$ cat src/rtl/dlsc_uart_tx_core.sv
// dlsc_uart_tx_core: parameterised UART transmitter.
// Frames one character per handshake as start / data (LSB first) / optional
// parity / stop bits. Each bit lasts OVERSAMPLE clk_en ticks. tx and
// tx_active are registered so they can drive a line or an RS-485 enable directly.
module dlsc_uart_tx_core #(
    parameter int START      = 1,   // start bits (1-2), driven low
    parameter int STOP       = 1,   // stop bits (1-2), driven high
    parameter int DATA       = 8,   // data bits per frame (5-9)
    parameter int PARITY     = 0,   // 0 = none, 1 = odd, 2 = even
    parameter int OVERSAMPLE = 16   // clk_en ticks per bit period (>= 2)
) (
    input  logic            clk,
    input  logic            rst_n,
    input  logic            clk_en,
    output logic            ready,
    input  logic            valid,
    input  logic [DATA-1:0] data,
    output logic            tx,
    output logic            tx_active
);

    localparam int TW = $clog2(OVERSAMPLE);
    localparam int BW = $clog2(DATA + 1);

    localparam logic [TW-1:0] TICK_LAST  = TW'(OVERSAMPLE - 1);
    localparam logic [BW-1:0] START_LAST = BW'(START - 1);
    localparam logic [BW-1:0] DATA_LAST  = BW'(DATA - 1);
    localparam logic [BW-1:0] STOP_LAST  = BW'(STOP - 1);

    typedef enum logic [2:0] {
        S_IDLE,
        S_START,
        S_DATA,
        S_PAR,
        S_STOP
    } state_t;

    state_t          state_q,     state_d;
    logic [TW-1:0]   tick_q,      tick_d;
    logic [BW-1:0]   bit_q,       bit_d;
    logic [DATA-1:0] shift_q,     shift_d;
    logic            par_q,       par_d;
    logic            tx_q,        tx_d;
    logic            tx_active_q, tx_active_d;
    logic            ready_q,     ready_d;

    logic            bit_end;

    // A bit period closes on the OVERSAMPLE-th clk_en tick since it began.
    assign bit_end = clk_en && (tick_q == TICK_LAST);

    // Next-state logic: sequences the frame and precomputes every registered output.
    always_comb begin
        // NOTE: every _d gets a hold default first so no path through the case infers a latch.
        state_d     = state_q;
        tick_d      = tick_q;
        bit_d       = bit_q;
        shift_d     = shift_q;
        par_d       = par_q;
        tx_d        = tx_q;
        tx_active_d = tx_active_q;
        ready_d     = ready_q;

        // Sub-bit counter only moves on clk_en, so a stalled tick source freezes the line.
        if (state_q != S_IDLE && clk_en) begin
            tick_d = bit_end ? '0 : tick_q + 1'b1;
        end

        unique case (state_q)
            S_IDLE: begin
                ready_d     = 1'b1;
                tx_d        = 1'b1;
                tx_active_d = 1'b0;
                tick_d      = '0;
                bit_d       = '0;
                if (ready_q && valid) begin
                    state_d     = S_START;
                    shift_d     = data;
                    par_d       = (PARITY == 1) ? ~^data : ^data;
                    tx_d        = 1'b0;
                    tx_active_d = 1'b1;
                    ready_d     = 1'b0;
                end
            end

            S_START: begin
                if (bit_end) begin
                    if (bit_q == START_LAST) begin
                        state_d = S_DATA;
                        bit_d   = '0;
                        tx_d    = shift_q[0];
                    end else begin
                        bit_d = bit_q + 1'b1;
                    end
                end
            end

            S_DATA: begin
                if (bit_end) begin
                    shift_d = shift_q >> 1;
                    if (bit_q == DATA_LAST) begin
                        bit_d = '0;
                        if (PARITY != 0) begin
                            state_d = S_PAR;
                            tx_d    = par_q;
                        end else begin
                            state_d = S_STOP;
                            tx_d    = 1'b1;
                        end
                    end else begin
                        bit_d = bit_q + 1'b1;
                        tx_d  = shift_q[1];
                    end
                end
            end

            S_PAR: begin
                if (bit_end) begin
                    state_d = S_STOP;
                    tx_d    = 1'b1;
                end
            end

            S_STOP: begin
                if (bit_end) begin
                    if (bit_q == STOP_LAST) begin
                        state_d = S_IDLE;
                        bit_d   = '0;
                        ready_d = 1'b1;
                        // A waiting character keeps the driver enabled across the
                        // single handover cycle so back-to-back frames stay contiguous.
                        tx_active_d = valid;
                    end else begin
                        bit_d = bit_q + 1'b1;
                    end
                end
            end

            default: begin
                state_d = S_IDLE;
            end
        endcase
    end

    // State register with synchronous active-low reset; reset aborts any frame and idles the line.
    always_ff @(posedge clk) begin
        // NOTE: sequential state uses non-blocking assignments so all flops update together.
        if (!rst_n) begin
            state_q     <= S_IDLE;
            tick_q      <= '0;
            bit_q       <= '0;
            shift_q     <= '0;
            par_q       <= 1'b0;
            tx_q        <= 1'b1;
            tx_active_q <= 1'b0;
            ready_q     <= 1'b0;
        end else begin
            state_q     <= state_d;
            tick_q      <= tick_d;
            bit_q       <= bit_d;
            shift_q     <= shift_d;
            par_q       <= par_d;
            tx_q        <= tx_d;
            tx_active_q <= tx_active_d;
            ready_q     <= ready_d;
        end
    end

    assign tx        = tx_q;
    assign tx_active = tx_active_q;
    assign ready     = ready_q;

endmodule

$ cat config.mk
export PLATFORM = sky130hd
export DESIGN_NAME = dlsc_uart_tx_core
export DESIGN_NICKNAME = d
export VERILOG_FILES = /design/src/rtl/dlsc_uart_tx_core.sv
export SDC_FILE = /design/constraint.sdc
export NUM_CORES = 1
export LEC_CHECK = 0
export ABC_CLOCK_PERIOD_IN_PS = 2410
export CAP_MARGIN = 20
export CORE_ASPECT_RATIO = 0.6
export CORE_MARGIN = 3
export CORE_UTILIZATION = 49
export DETAILED_ROUTE_END_ITERATION = 7
export MAX_ROUTING_LAYER = met4
export PLACE_DENSITY_LB_ADDON = 0.1
export RECOVER_POWER = 100
export SYNTH_ARGS = -nofsm -noshare
export SYNTH_HDL_FRONTEND = slang
export SYNTH_SLANG_ARGS = --single-unit
$ cat constraint.sdc
create_clock -name clk -period 2.41 [get_ports clk]
set_input_delay 0.482 -clock clk [delete_from_list [all_inputs] [get_ports clk]]
set_output_delay 0.482 -clock clk [all_outputs]
set_load 0.1 [all_outputs]
==> qor.yml, run 1 <==
cts.sinks: 22
fin_hold_ws_ns: 0.481
io_pins: 15
layout_common_cells: "22 x dfxtp_1, 16 x a21oi_1, 12 x nor2_1, 10 x nand2_1, 10 x clkdlybuf4s50_1"
crit_arrival_ns: 2.20
p_clk_frac: 0.301
cts_hold_buf: 0
tns_ns: 0
syn_area_um2: 1200
critical_path_class: "in -> reg"
netlist_instances: 138
powerDensity_nw_per_um2: 551
power.switching_uw: 204
area_growth_pct: 12.0
drcViolationCount: 0
crit_fanout: 11
drt_iter0_markers: 82
die_h_um: 44.4
cts_tree: "built"
critPathLaunchType: "primary input"
max_freq_mhz: 480
worstSetupEndpointType: "register"
clk_pin_slew_ns: 0.07
status: "finished, final reports clean"
rsz0062_at_grt: "no"
cpLargestDelayFamily: "simple AND/OR/NAND/NOR gates"
grt_pass1_wl_um: 4430
rrSetupSlack_ns: 0.49
final_cell_area_um2: 1350
worstMarginPinSlew_ns: 1.17
numCtsBuffers: 3
layout_commonest_cell: "dfxtp_1"
postLayoutSetupSlackWorst_ns: 0.325
synth-warning-count: 0
worstHoldPathType: "reg -> reg"
slew_headroom: 0.223
yosys.area.top_type_share: 0.366
core_um2: 2240
clockBufferDepth: 2
postCtsSetupRepairBufs: 0
finalPower_uw: 743
final-max-slew-violation-count: 0
place_area_um2: 1340
p_comb_frac: 0.169
hold_violations: 0
ant_nets: 0
yosysSeqAreaShare: 0.366
vdd_drop_max_mv: 0.285
die_x_um: 70.0
gp_congestion: 0.825
max-cap-violations: 0
start_util: 0.536
setup_viol: 0
syn_nets: 153
cp.required_ns: 2.52
grt.total_usage: 0.190
rows: 13
path_buf_inv: 1
clock_latency_ns: 0.26
cts_resized: 0
vias: 1050
portBuffers: 14
p_leak_nw: 0.551
period_share: 0.865
nets: 168
synth_area_leader_cell: "dfxtp_1"
p_int_uw: 539
pwr-share-seq: 0.530
wire_per_inst_um: 14.7
sw_frac_of_total: 0.275
synth_seq_cells: 22
dp_hpwl_um: 2000
overflow: 0
fin_crit_ns: 2.08
syn_area_per_cell_um2: 8.72
slowest_stage: "dlygate4sd3_1"
cp_slowest_stage_delay_ns: 0.54
synth_cell_types: 39
routed_wl_um: 2660
grt_max_degree: 17
final_layout_size_suffix_gt1_frac: 0.0662
cp_cell_sequence: "dlygate4sd3_1, and4_1, a21oi_1, nor2_1, a311oi_1"
dieArea_um2: 3110
synthTopCellsByArea: "dfxtp_1 37%, a21oi_1 6.7%, mux2i_1 6.7%"
antenna_found_initial: 0
h-tree-depth: 1
grt_pass1_vias: 940
post_drt_via_cell_ratio: 5.80
antenna_cells: 0
dr.pass1.iters: 4
cts_root_buffer: "clkbuf_8"
pre_cts_ws_ns: 0.267
skew_ns: 0.00338
-- per-layer routing --
metal  up-vias  part of all wire  track usage
met4         0            0.0030       0.0344
met5         -                 0            -
li1        534                 -            -
met1       484              0.54        0.270
met2        30              0.40        0.268
met3         2             0.054       0.0544
-- worst register-to-register path, cell delays in order, from the launching register on --
cell,delay (ns)
dfxtp_1,0.38
ha_1,0.21
and4_1,0.43
a21oi_1,0.16
nor2_1,0.42
a311oi_1,0.17
-- synthesized netlist by cell type --
cell	n
xnor2_1	2
and3b_1	2
o311a_1	1
nand2b_1	1
ha_1	3
or3b_1	1
nand2_1	10
o211a_1	2
nand3_1	4
o211ai_1	1
nor3_1	3
a311oi_1	1
a21oi_1	16
a211oi_1	7
o21ai_0	6
nor2b_1	1
o2bb2ai_1	1
and4_1	1
o31ai_1	1
nand4_1	3
dfxtp_1	22
buf_4	2
or2_2	2
a21o_1	1
inv_1	8
or3_1	2
nor2_1	11
a32oi_1	1
buf_2	1
nor2_2	1
nor3b_2	1
mux2i_1	8
o32ai_4	1
buf_6	3
a31oi_1	1
o221a_2	1
xor2_1	2
clkbuf_1	2
o32ai_1	1
-- final timing paths --
kind,from,end,cells past startpoint
worst max-delay path,clk_en,shift_q[0],5
worst min-delay path,shift_q[7],shift_q[7],2
worst max register to register,tick_q[0],shift_q[0],5
worst min register to register,shift_q[7],shift_q[7],2
-- sequential cells by signal, indices dropped and copies added (netlist names) --
register / count
state_q: 3
shift_q: 8
bit_q: 4
tx_active: 1
tick_q: 4
ready: 1
tx: 1
-- cells by family after synthesis --
group                      synth area share
xor gates and xnor gates             0.0291
muxes                                0.0665
adders and majority gates            0.0312
and+or+nand+nor                       0.186
buffers and inverters                0.0759
AOI/OAI and AO/OA                     0.245
DFF                                   0.366
-- area by class of cell --
type | instances | area, um^2
fill | 202 | 897
multi-input combinational | 100 | 651
tap | 30 | 37.5
clock buffer | 3 | 41.3
inverter | 8 | 30.0
timing repair buffer | 18 | 148
sequential | 22 | 440
-- per-stage QoR --
| stage | cells | util |
|---|---|---|
| finish | 181 | 0.600 |
| global placement | 178 | 0.598 |
| detailed placement | 178 | 0.598 |
| CTS | 181 | 0.616 |
| global route | 181 | 0.600 |
| floorplan | 138 | - |
-- power by group through the flow --
stage	Combinational, mW	Clock [mW]	Sequential [mW]
global route	0.136	0.244	0.396
detailed placement	0.132	0	0.402
CTS	0.132	0.231	0.393
global placement	0.130	0	0.401
finish	0.126	0.224	0.393
floorplan	0.0603	0	0.430
No activity file was read; power rests on OpenSTA's default activity.
==> inputs of run 2 (changes only) <==
--- a/config.mk
+++ b/config.mk
@@ -7,13 +7,13 @@
 export LEC_CHECK = 0
 export ABC_CLOCK_PERIOD_IN_PS = 2410
 export CAP_MARGIN = 20
-export CORE_ASPECT_RATIO = 0.6
 export CORE_MARGIN = 3
-export CORE_UTILIZATION = 49
+export CORE_UTILIZATION = 55
 export DETAILED_ROUTE_END_ITERATION = 7
 export MAX_ROUTING_LAYER = met4
 export PLACE_DENSITY_LB_ADDON = 0.1
 export RECOVER_POWER = 100
+export SETUP_SLACK_MARGIN = 0.02
 export SYNTH_ARGS = -nofsm -noshare
 export SYNTH_HDL_FRONTEND = slang
 export SYNTH_SLANG_ARGS = --single-unit
==> qor.yml, run 2 (synthesized netlist as in run 1, its figures left out) <==
fin_hold_ws_ns: 0.504  # was 0.481 ns
postLayoutSetupSlackWorst_ns: 0.382  # was 0.325 ns
tns_ns: 0  # unchanged
nets: 166  # was 168
cts.sinks: 22  # unchanged
dieArea_um2: 2790  # was 3110 um^2
gp_congestion: 0.846  # was 0.825
clockBufferDepth: 2  # unchanged
ant_nets: 0  # unchanged
portBuffers: 14  # unchanged
reg_top3: "shift_q x8, bit_q x4, tick_q x4"  # unchanged
p_leak_nw: 0.549  # was 0.551 nW
cts_hold_buf: 0  # unchanged
area_growth_pct: 12.2  # was 12.0%
worstMarginPinSlew_ns: 1.17  # about the same
vdd_drop_max_mv: 0.365  # was 0.285 mV
crit_arrival_ns: 1.55  # was 2.20 ns
grt_pass1_wl_um: 4110  # was 4430 um
largest_register_ffs: 8  # unchanged
status: "finished, final reports clean"  # unchanged
antenna_cells: 0  # unchanged
io_pins: 15  # unchanged
rows: 16  # was 13
period_share: 0.841  # was 0.865
clock_latency_ns: 0.30  # was 0.26 ns
slew_headroom: 0.225  # was 0.223
worstHoldPathType: "reg -> reg"  # unchanged
cp_slowest_stage_delay_ns: 0.87  # was 0.54 ns
grt_pass1_vias: 946  # was 940
pre_cts_ws_ns: 0.142  # was 0.267 ns
grt.total_usage: 0.202  # was 0.190
core_um2: 2020  # was 2240 um^2
skew_ns: 0.00320  # was 0.00338 ns
die_x_um: 52.8  # was 70.0 um
dp_hpwl_um: 1820  # was 2000 um
worstSetupEndpointType: "output port"  # was register
dr.pass1.iters: 4  # unchanged
nFillCells: 187  # was 202
final-max-slew-violation-count: 0  # unchanged
slowest_stage: "clkbuf_1"  # was dlygate4sd3_1
cp.required_ns: 1.93  # was 2.52 ns
max_freq_mhz: 493  # was 480 MHz
critical_path_class: "reg -> out"  # was in -> reg
drt_iter0_markers: 49  # was 82
routed_wl_um: 2470  # was 2660 um
wire_per_inst_um: 14.0  # was 14.7 um
h-tree-depth: 1  # unchanged
rsz0062_at_grt: "no"  # unchanged
cp_cell_sequence: "clkbuf_1"  # was dlygate4sd3_1, and4_1, a21oi_1, nor2_1, a311oi_1
crit_fanout: 2  # was 11
overflow: 0  # unchanged
setup_viol: 0  # unchanged
antenna_found_initial: 0  # unchanged
layout_commonest_cell: "dfxtp_1"  # unchanged
clk_pin_slew_ns: 0.12  # was 0.07 ns
postCtsSetupRepairBufs: 0  # unchanged
largest_register: "shift_q"  # unchanged
fin_crit_ns: 2.03  # was 2.08 ns
post_drt_via_cell_ratio: 5.95  # was 5.80
layout_common_cells: "22 x dfxtp_1, 16 x a21oi_1, 11 x nor2_1, 10 x nand2_1, 10 x clkdlybuf4s50_1"  # was 22 x dfxtp_1, 16 x a21oi_1, 12 x nor2_1, 10 x nand2_1, 10 x clkdlybuf4s50_1
cts_resized: 0  # unchanged
cts_tree: "built"  # unchanged
powerDensity_nw_per_um2: 535  # was 551 nW/um^2
cts_root_buffer: "clkbuf_4"  # was clkbuf_8
numCtsBuffers: 3  # unchanged
die_h_um: 52.8  # was 44.4 um
final_layout_size_suffix_gt1_frac: 0.0867  # was 0.0662
max-cap-violations: 0  # unchanged
drcViolationCount: 0  # unchanged
vias: 1053  # was 1050
critPathLaunchType: "register"  # was primary input
hold_violations: 0  # unchanged
grt_max_degree: 17  # unchanged
path_buf_inv: 1  # unchanged
cpLargestDelayFamily: "buffers and inverters"  # was simple AND/OR/NAND/NOR gates
start_util: 0.595  # was 0.536
## run 2: path summary, 6_finish.rpt
check | from | to | slack, ns | cells past startpoint
worst min register to register | shift_q[7] | shift_q[7] | 0.50 | 2
worst max-delay path | tx | tx | 0.38 | 1
worst min-delay path | shift_q[7] | shift_q[7] | 0.50 | 2
worst max register to register | tick_q[0] | shift_q[0] | 0.66 | 5
## run 2: through the flow
| step | instances | power [mW] | util | instance area [um^2] |
|---|---|---|---|---|
| finish | 177 | 0.723 | 0.668 | 1350 |
| global route | 177 | 0.757 | 0.668 | 1350 |
| CTS | 177 | 0.737 | 0.673 | 1360 |
| detailed placement | 173 | 0.531 | 0.655 | 1320 |
| global placement | 173 | 0.528 | 0.655 | 1320 |
| floorplan | 138 | 0.490 | - | 1200 |
## run 2: worst min-delay path, stage by stage (launching register included)
cell	delay (ns)
dfxtp_1	0.33
o21ai_0	0.07
a21oi_1	0.07
## run 2: power by group
part           total [mW]  switching [mW]  internal (mW)
Combinational       0.125          0.0788         0.0460
Sequential          0.394          0.0138          0.381
Clock               0.203           0.111         0.0921
Total               0.723           0.204          0.519
## run 2: routing by layer
| layer | wire length (um) | track usage |
|---|---|---|
| met5 | 0 | - |
| met4 | 14 | 0.0638 |
| met3 | 75 | 0.0342 |
| met2 | 1240 | 0.331 |
| met1 | 1150 | 0.252 |
## run 2: cell type report
class / instances / area [um^2] / share of cell area
timing repair buffer: 16 / 138 / 0.102
sequential: 22 / 440 / 0.326
clock buffer: 4 / 36.3 / 0.0269
tap: 27 / 33.8 / 0.0250
multi-input combinational: 100 / 672 / 0.498
inverter: 8 / 30.0 / 0.0222
==> inputs of run 3 (changes only) <==
--- a/config.mk
+++ b/config.mk
@@ -5,10 +5,10 @@
 export SDC_FILE = /design/constraint.sdc
 export NUM_CORES = 1
 export LEC_CHECK = 0
-export ABC_CLOCK_PERIOD_IN_PS = 2410
+export ABC_CLOCK_PERIOD_IN_PS = 1800
 export CAP_MARGIN = 20
 export CORE_MARGIN = 3
-export CORE_UTILIZATION = 55
+export CORE_UTILIZATION = 48
 export DETAILED_ROUTE_END_ITERATION = 7
 export MAX_ROUTING_LAYER = met4
 export PLACE_DENSITY_LB_ADDON = 0.1
==> constraint.sdc (replaced) <==
create_clock -name clk -period 1.8 [get_ports clk]
set_input_delay 0.36 -clock clk [delete_from_list [all_inputs] [get_ports clk]]
set_output_delay 0.36 -clock clk [all_outputs]
set_load 0.1 [all_outputs]
==> qor.yml, run 3 (synthesized netlist as in run 1, its figures left out) <==
dr.pass1.iters: 4  # unchanged
antenna_cells: 0  # unchanged
postCtsSetupRepairBufs: 0  # unchanged
cts_resized: 0  # unchanged
hold_violations: 0  # unchanged
setup_viol: 0  # unchanged
fin_crit_ns: 1.65
worstMarginPinSlew_ns: 0.541  # was 1.17 ns
rows: 17  # was 16
drt_iter0_markers: 21  # was 49
dp_hpwl_um: 2130  # was 1820 um
gp_congestion: 0.905  # was 0.846
ant_nets: 0  # unchanged
core_um2: 2300  # was 2020 um^2
grt_max_degree: 13  # was 17
sw_frac_of_total: 0.283  # was 0.282
place_area_um2: 1450  # was 1320 um^2
area_growth_pct: 20.0  # was 12.2%
max-cap-violations: 0  # unchanged
layout_commonest_cell: "dfxtp_1"  # unchanged
crit_fanout: 9  # was 2
tns_ns: 0  # unchanged
pre_cts_ws_ns: -0.0637  # was 0.142 ns
cts.sinks: 22  # unchanged
largest_register: "shift_q"  # unchanged
crit_arrival_ns: 1.90  # was 1.55 ns
antenna_found_initial: 0  # unchanged
nets: 177  # was 166
grt.total_usage: 0.190  # was 0.202
max_freq_mhz: 606
clockBufferDepth: 2  # unchanged
clk_pin_slew_ns: 0.12  # about the same
pwr-share-seq: 0.533  # was 0.546
critical_path_class: "reg -> reg"  # was reg -> out
r2r-end: "bit_q[1]"  # was shift_q[0]
io_pins: 15  # unchanged
stdcell_count: 189  # was 177
p_clk_frac: 0.279  # was 0.282
wire_per_inst_um: 14.4  # was 14.0 um
final-max-slew-violation-count: 0  # unchanged
numCtsBuffers: 3  # unchanged
critPathLaunchType: "register"  # unchanged
rsz0062_at_grt: "no"  # unchanged
cts_tree: "built"  # unchanged
p_int_uw: 709  # was 519 uW
grt_pass1_vias: 1074  # was 946
p_comb_frac: 0.188  # was 0.173
overflow: 0  # unchanged
portBuffers: 14  # unchanged
postLayoutSetupSlackWorst_ns: 0.149  # was 0.382 ns
rrSetupSlack_ns: 0.15  # was 0.66 ns
clock_latency_ns: 0.31  # was 0.30 ns
die_x_um: 56.1  # was 52.8 um
h-tree-depth: 1  # unchanged
start_util: 0.524  # was 0.595
vdd_drop_max_mv: 0.518  # was 0.365 mV
r2r_cells: 4  # was 5
slew_headroom: 0.641  # was 0.225
final_layout_size_suffix_gt1_frac: 0.149  # was 0.0867
largest_register_ffs: 8  # unchanged
powerDensity_nw_per_um2: 685  # was 535 nW/um^2
cts_root_buffer: "clkbuf_4"  # unchanged
skew_ns: 0.00369  # was 0.00320 ns
final_cell_area_um2: 1440  # was 1350 um^2
worstSetupEndpointType: "register"  # was output port
drcViolationCount: 0  # unchanged
grt_pass1_wl_um: 4690  # was 4110 um
cts_hold_buf: 0  # unchanged
routed_wl_um: 2730  # was 2470 um
dp.cells: 185  # was 173
reg_top3: "shift_q x8, bit_q x4, tick_q x4"  # unchanged
period_share: 0.917
dieArea_um2: 3140  # was 2790 um^2
r2r-start: "state_q[2]"  # was tick_q[0]
layout_common_cells: "22 x dfxtp_1, 16 x a21oi_1, 11 x nor2_1, 11 x clkdlybuf4s50_1, 11 x buf_4"  # was 22 x dfxtp_1, 16 x a21oi_1, 11 x nor2_1, 10 x nand2_1, 10 x clkdlybuf4s50_1
vias: 1133  # was 1053
setup.worst_path.end: "bit_q[1]"  # was tx
final_core_util: 0.629  # was 0.668
die_h_um: 56.1  # was 52.8 um
finalPower_uw: 989  # was 723 uW
post_drt_via_cell_ratio: 5.99  # was 5.95
p_leak_nw: 0.606  # was 0.549 nW
worstHoldPathType: "reg -> reg"  # unchanged
power.switching_uw: 279  # was 204 uW
status: "finished, final reports clean"  # unchanged
cp.required_ns: 2.05  # was 1.93 ns
crit_start: "state_q[2]"  # was tx
fin_hold_ws_ns: 0.504  # about the same
-- run 3: cell count changes in the layout (fill, tap and decap cells not counted) --
| cell | previous run | this run |
|---|---|---|
| buf_4 | 2 | 11 |
| buf_12 | 0 | 1 |
| clkbuf_2 | 1 | 2 |
| clkdlybuf4s50_1 | 10 | 11 |
| dlygate4sd3_1 | 1 | 0 |
-- run 3: final cells by class --
| type | count | area, um^2 |
|---|---|---|
| clock buffers | 4 | 36.3 |
| fillers | 213 | 853 |
| inverters | 8 | 30.0 |
| multi-input cells | 100 | 672 |
| flip-flops and latches | 22 | 440 |
| well taps | 28 | 35.0 |
| repair buffers | 27 | 230 |
-- run 3: worst max-delay path: stages, from the launching register on --
cell and delay (ns):
dfxtp_1 0.41, or3b_1 0.64, o32ai_4 0.28, nand3_1 0.12, a21oi_1 0.14
-- run 3: how the worst min path moves through the flow --
stage / end / from / depth (start not counted) / slack (ns)
floorplan: shift_q[7] / shift_q[7] / 2 / 0.45
global placement: shift_q[7] / shift_q[7] / 2 / 0.47
detailed placement: shift_q[7] / shift_q[7] / 2 / 0.47
CTS: shift_q[7] / shift_q[7] / 2 / 0.49
global route: shift_q[7] / shift_q[7] / 2 / 0.54
finish: shift_q[7] / shift_q[7] / 2 / 0.50
-- run 3: layer usage --
layer | track usage | part of all wire | routed length (um)
met5 | - | 0 | 0
met4 | 0.0949 | 0.029 | 80
met3 | 0.0232 | 0.047 | 128
met2 | 0.304 | 0.47 | 1290
met1 | 0.234 | 0.45 | 1230
-- run 3: power groups by stage --
stage               logic, mW  registers, mW  clock network, mW
CTS                     0.199          0.530              0.289
detailed placement      0.198          0.541                  0
finish                  0.186          0.527              0.276
global placement        0.195          0.540                  0
floorplan              0.0807          0.576                  0
global route            0.200          0.531              0.305
